$ cat config.mk
export PLATFORM = sky130hd
export DESIGN_NAME = fractal_sync_req_scheduler
export DESIGN_NICKNAME = d
export VERILOG_FILES = /design/src/rtl/fractal_sync_req_scheduler.sv
export SDC_FILE = /design/constraint.sdc
export NUM_CORES = 1
export LEC_CHECK = 0
export CORE_ASPECT_RATIO = 1.4
export CORE_MARGIN = 3
export CORE_UTILIZATION = 45
export DETAILED_ROUTE_END_ITERATION = 16
export DONT_BUFFER_PORTS = 1
export GPL_TIMING_DRIVEN = 0
export RECOVER_POWER = 100
export SYNTH_ARGS = -nofsm -noshare
export SYNTH_HDL_FRONTEND = slang
export SYNTH_SLANG_ARGS = --single-unit
$ cat constraint.sdc
create_clock -name clk_i -period 2.7 [get_ports clk_i]
set_input_delay 0.81 -clock clk_i [delete_from_list [all_inputs] [get_ports clk_i]]
set_output_delay 0.81 -clock clk_i [all_outputs]
set_load 0.1 [all_outputs]
$ cat src/rtl/fractal_sync_req_scheduler.sv
// Fractal sync request scheduler: queues {aggr,id} requests and issues them one at a time
// to the tree/neighbor sync ports. Wake timeout enabled by FSYNC_REQ_SCHED_TIMEOUT_EN.
module fractal_sync_req_scheduler #(
  parameter int unsigned DATA_W     = 32,
  parameter int unsigned AGGR_W     = 8,
  parameter int unsigned ID_W       = 8,
  parameter int unsigned NBR_AGGR_W = 2,
  parameter int unsigned NBR_ID_W   = 2,
  parameter int unsigned DEPTH      = 4,
  parameter int unsigned TIMEOUT_W  = 16
) (
  input  logic                         clk_i,
  input  logic                         rst_ni,
  input  logic                         clear_i,
  input  logic                         req_valid_i,
  output logic                         req_ready_o,
  input  logic [DATA_W-1:0]            req_aggr_i,
  input  logic [DATA_W-1:0]            req_id_i,
  output logic [3:0]                   sync_o,
  output logic [4*AGGR_W-1:0]          aggr_o,
  output logic [4*ID_W-1:0]            id_req_o,
  input  logic [3:0]                   wake_i,
  input  logic [3:0]                   error_i,
  output logic                         done_o,
  output logic                         timeout_o,
  output logic [$clog2(DEPTH+1)-1:0]   pending_o,
  output logic                         error_o
);

  localparam int unsigned CW = $clog2(DEPTH + 1);
  localparam int unsigned PW = $clog2(DEPTH);

  typedef enum logic [1:0] {StIdle, StSync, StWait, StDone} state_e;

  state_e state_q, state_d;
  logic [1:0] port_q, port_d;

  logic [2*DATA_W-1:0] mem_q [DEPTH];
  logic [PW-1:0]       wr_ptr_q, rd_ptr_q;
  logic [CW-1:0]       count_q;
  logic                full, empty, push, pop;

  logic [DATA_W-1:0]   head_aggr, head_id;
  logic [1:0]          sel_port;
  logic                wake_hit;
  logic                expired;
  logic                sticky;

  function automatic logic [PW-1:0] ptr_inc(input logic [PW-1:0] ptr);
    return (ptr == PW'(DEPTH - 1)) ? '0 : ptr + 1'b1;
  endfunction

  // ---------------------------------------------------------------------------
  // Request FIFO
  // ---------------------------------------------------------------------------
  assign full        = (count_q == CW'(DEPTH));
  assign empty       = (count_q == '0);
  assign req_ready_o = !full;
  assign pending_o   = count_q;
  assign push        = req_valid_i && !full && !clear_i;
  assign pop         = (state_q == StDone) && !clear_i && !empty;

  always_ff @(posedge clk_i or negedge rst_ni) begin
    if (!rst_ni) begin
      wr_ptr_q <= '0;
      rd_ptr_q <= '0;
      count_q  <= '0;
    end else if (clear_i) begin
      wr_ptr_q <= '0;
      rd_ptr_q <= '0;
      count_q  <= '0;
    end else begin
      if (push) wr_ptr_q <= ptr_inc(wr_ptr_q);
      if (pop)  rd_ptr_q <= ptr_inc(rd_ptr_q);
      unique case ({push, pop})
        2'b10:   count_q <= count_q + 1'b1;
        2'b01:   count_q <= count_q - 1'b1;
        default: count_q <= count_q;
      endcase
    end
  end

  // Storage carries no reset; only entries below count_q are ever observed.
  always_ff @(posedge clk_i) begin
    if (push) mem_q[wr_ptr_q] <= {req_aggr_i, req_id_i};
  end

  assign {head_aggr, head_id} = mem_q[rd_ptr_q];

  // aggr == 1 selects among all four ports; anything else only the two tree ports.
  assign sel_port = (head_aggr == DATA_W'(1)) ? head_id[1:0] : {1'b0, head_id[0]};
  assign wake_hit = wake_i[port_q];

  // ---------------------------------------------------------------------------
  // Issue FSM
  // ---------------------------------------------------------------------------
  always_ff @(posedge clk_i or negedge rst_ni) begin
    if (!rst_ni) begin
      state_q <= StIdle;
      port_q  <= 2'b00;
    end else begin
      state_q <= state_d;
      port_q  <= port_d;
    end
  end

  always_comb begin
    state_d = state_q;
    port_d  = port_q;
    if (clear_i) begin
      state_d = StIdle;
    end else begin
      unique case (state_q)
        StIdle: begin
          if (!empty) begin
            state_d = StSync;
            port_d  = sel_port;
          end
        end
        StSync: state_d = wake_hit ? StDone : StWait;
        StWait: begin
          if (wake_hit || expired) state_d = StDone;
        end
        StDone:  state_d = StIdle;
        default: state_d = StIdle;
      endcase
    end
  end

  // ---------------------------------------------------------------------------
  // Port outputs: only the issued port is driven, and only in the SYNC cycle
  // ---------------------------------------------------------------------------
  always_comb begin
    sync_o   = '0;
    aggr_o   = '0;
    id_req_o = '0;
    if ((state_q == StSync) && !clear_i) begin
      for (int p = 0; p < 4; p++) begin
        if (port_q == 2'(p)) begin
          sync_o[p] = 1'b1;
          if (p < 2) begin
            aggr_o[p*AGGR_W +: AGGR_W] = head_aggr[AGGR_W-1:0];
            id_req_o[p*ID_W +: ID_W]   = head_id[ID_W-1:0];
          end else begin
            aggr_o[p*AGGR_W +: AGGR_W] = AGGR_W'(head_aggr[NBR_AGGR_W-1:0]);
            id_req_o[p*ID_W +: ID_W]   = ID_W'(head_id[NBR_ID_W-1:0]);
          end
        end
      end
    end
  end

  assign done_o  = (state_q == StDone) && !clear_i;
  assign error_o = (|error_i) || sticky;

  // ---------------------------------------------------------------------------
  // Optional wake timeout
  // ---------------------------------------------------------------------------
`ifdef FSYNC_REQ_SCHED_TIMEOUT_EN
  logic [TIMEOUT_W-1:0] cnt_q, cnt_d;
  logic                 tmo_q, tmo_d;
  logic                 sticky_q, sticky_d;

  assign expired = &cnt_q;

  always_comb begin
    cnt_d    = '0;
    tmo_d    = 1'b0;
    sticky_d = sticky_q;
    if (clear_i) begin
      sticky_d = 1'b0;
    end else if (state_q == StWait) begin
      cnt_d = cnt_q + 1'b1;
      // A wake arriving on the last count wins over the timeout.
      if (!wake_hit && expired) begin
        tmo_d    = 1'b1;
        sticky_d = 1'b1;
      end
    end
  end

  always_ff @(posedge clk_i or negedge rst_ni) begin
    if (!rst_ni) begin
      cnt_q    <= '0;
      tmo_q    <= 1'b0;
      sticky_q <= 1'b0;
    end else begin
      cnt_q    <= cnt_d;
      tmo_q    <= tmo_d;
      sticky_q <= sticky_d;
    end
  end

  assign timeout_o = (state_q == StDone) && tmo_q && !clear_i;
  assign sticky    = sticky_q;
`else
  logic [TIMEOUT_W-1:0] unused_timeout_cnt;

  assign unused_timeout_cnt = '0;
  assign expired            = 1'b0;
  assign timeout_o          = 1'b0;
  assign sticky             = 1'b0;
`endif

  // Upper operand bits beyond the port field widths are intentionally dropped.
  logic unused_head_bits;
  assign unused_head_bits = ^{head_aggr, head_id};

endmodule
==> flow_summary.yaml <==
logic_synthesis:
  syn_inst: 385
  ys_top_cells_by_area: "edfxtp_1 (71%), mux4_2 (5.7%), and2_1 (4.1%)"
  synth_ff_type: "edfxtp_1"
  yosysMostFrequentCell: "edfxtp_1"
  synth_warnings: 0
  synth_top_area_cell: "edfxtp_1"
  synth.top_cells.by_count: "edfxtp_1 (160), and2_1 (44), buf_4 (25)"
  synth.distinct_cells: 40
  synth_edf_count: 160
  ys_seq_area_frac: 0.752
  synth_top_area_frac: 0.712
  ys_ff_latch: 171
  syn_area_per_cell_um2: 17.5
  netlist_area_um2: 6750
  synthArstFlopShare: 0.0643
placed_design:
  gp_congestion: 0.708
  place_hpwl_um: 8320
  placed_area_um2: 7250
  place.port_buffers: 0
  pre_cts_ws_ns: -0.491
timing:
  setup_viol: 205
  finalClockSkew_ns: 0.0100
  hold_viol_final: 0
  drv_slew: 0
  slew_headroom: 0.252
  fin_ws_ns: -0.401
  layout_min_cycle_time_ns: 3.10
  worst_pin_slew_ns: 1.12
  rsz0062_at_grt: "true"
  fmax_mhz: 322
  fin_crit_sh: 1.15
run_status:
  violations: "negative setup slack"
  status: "finished with violations"
power:
  clkPwrFrac: 0.356
  combPwrFrac: 0.191
  leakage_nw: 2.87
  p_per_area_nw_per_um2: 852
  internal_power_mw: 4.87
  irDropWorstVdd_v: 0.000575
  p_sw_mw: 2.13
  sw_frac_of_total: 0.304
  pwr-share-seq: 0.453
worst_setup_path:
  r2r_cells: 6
  timing.rr.start: "pending_o[0]"
  critPathKind: "register to primary output"
  end_kind: "primary output"
  cp.required_ns: 1.89
  cp_data_arrival_time_ns: 2.29
  cp_max_fo: 5
  critPathCapture: "aggr_o[17]"
  rrSetupSlack_ns: -0.37
  cp-start-kind: "register"
  cp-startpoint: "state_q[1]"
  r2r_end: "pending_o[2]"
final_layout:
  final_area_um2: 8220
  drive_gt1_frac: 0.372
  diodes: 0
  area_growth_pct: 21.8
  final_net_count: 542
drt:
  firstDrtPassIters: 4
  drc_errors: 0
  wl_per_cell_um: 18.9
  drt_iter0_drc: 129
  via_per_inst: 5.13
  drt-total-wl_um: 12400
  num_vias: 3372
  ant_nets: 0
die:
  initial_core_util: 0.463
  die_h_um: 151
  rows: 52
  io_pins: 151
  die_x_um: 110
  design.die.area_um2: 16500
  core_area_um2: 14600
flow_run:
  maxCapViolCount: 0
clock_network:
  ctsHtreeMaxLevel: 4
  cts.path.max_buffers: 2
  clock-sinks: 171
  cts_tree: "done"
  clk_pin_slew_worst_paths_ns: 0.07
  cts_root_buffer: "clkbuf_16"
  numCtsBuffers: 17
  clock_latency_ns: 0.42
global_routing:
  track_usage: 0.159
  grt_pass1_vias: 3484
  grt_max_degree: 41
  antenna_found_initial: 0
  grt-ovfl-total: 0
  grt_first_pass_wirelength_um: 19100
worst_hold_path:
  hold_path.class: "primary input to async pin"
kinds of logic after synthesis:
logic type      after synthesis  synth area share
compound gates               18            0.0154
xor+xnor                      3           0.00389
fa+ha+maj                    11            0.0215
buf+inv                      41            0.0382
flops                       171             0.752
mux                          21            0.0630
other cells                   1          0.000555
simple gates                119             0.105
metal layers:
metal / part of all wire / vias up / global-route usage
met2: 0.53 / 110 / 0.274
li1: - / 1581 / -
met3: 0.067 / 17 / 0.0507
met1: 0.39 / 1664 / 0.187
met4: 0.020 / 0 / 0.0586
met5: 0 / - / 0
final cells by class:
type | instances | area (um^2)
Fill cell | 1128 | 6350
Sequential cell | 171 | 5080
Multi-Input combinational cell | 197 | 1700
Clock buffer | 17 | 425
Buffer | 34 | 328
Tap cell | 189 | 236
Timing Repair Buffer | 28 | 231
Clock inverter | 15 | 199
Inverter | 6 | 22.5
state kept, by name, indices dropped and copies added, names as in the netlist:
register and cells:
port_q 2, wr_ptr_q 2, mem_q 160, pending_o 3, state_q 2, rd_ptr_q 2
worst max-delay path, cell delays in order, from the launching register on:
cell and delay [ns]:
dfrtp_1 0.41, inv_2 0.10, ha_4 0.13, nor2b_4 0.15
nand2_2 0.07, nor2_4 0.56, and2_4 0.45
power groups by stage:
stage | Clock [mW] | Combinational (mW) | Sequential (mW)
6_report | 2.49 | 1.33 | 3.18
4_1_cts | 2.54 | 1.28 | 3.19
2_1_floorplan | 0 | 1.03 | 3.22
5_1_grt | 2.66 | 1.41 | 3.19
3_3_place_gp | 0 | 1.13 | 3.24
3_5_place_dp | 0 | 1.14 | 3.24
layout by cell type (no fill, tap or decap), types with 5 or more instances in the layout:
cell / synthesis / layout
clkbuf_16: 0 / 19
a21oi_1: 8 / 7
and2_4: 0 / 44
dfrtp_1: 11 / 10
ha_1: 10 / 8
buf_4: 25 / 47
mux4_2: 17 / 17
edfxtp_1: 160 / 160
nand2_1: 8 / 6
nor2_1: 12 / 10
nor4_1: 20 / 20
conb_1: 1 / 25
nand3_1: 6 / 6
inv_1: 6 / 5
o21ai_0: 5 / 5
stage by stage:
stage / setup TNS, ns / utilization / power [mW] / instances / hold slack [ns]
floorplan: -0.615 / - / 4.25 / 409 / 0.514
detailed placement: -7.85 / 0.498 / 4.38 / 598 / 0.515
CTS: -8.93 / 0.557 / 7.00 / 645 / 0.0629
global placement: -7.67 / 0.498 / 4.36 / 598 / 0.515
finish: -52.89 / 0.564 / 7.00 / 657 / 0.0794
global route: -81.73 / 0.564 / 7.26 / 657 / 0.0563
what timing repair did:
action	CTS	global route
resized for setup	40	8
hold buffers	0	0
hold endpoints to repair	0	0
setup endpoints to repair	46	46
pin swaps	19	8
cloned	2	0
buffers inserted	14	12
how the worst min path moves through the flow:
stage | endpoint | slack, ns | startpoint
2_1_floorplan | port_q[0] | 0.51 | rst_ni
3_3_place_gp | pending_o[2] | 0.51 | rst_ni
3_5_place_dp | pending_o[2] | 0.51 | rst_ni
4_1_cts | pending_o[2] | 0.06 | rst_ni
5_1_grt | pending_o[0] | 0.06 | rst_ni
6_report | pending_o[2] | 0.08 | rst_ni
(Power assumes the default switching activity.)
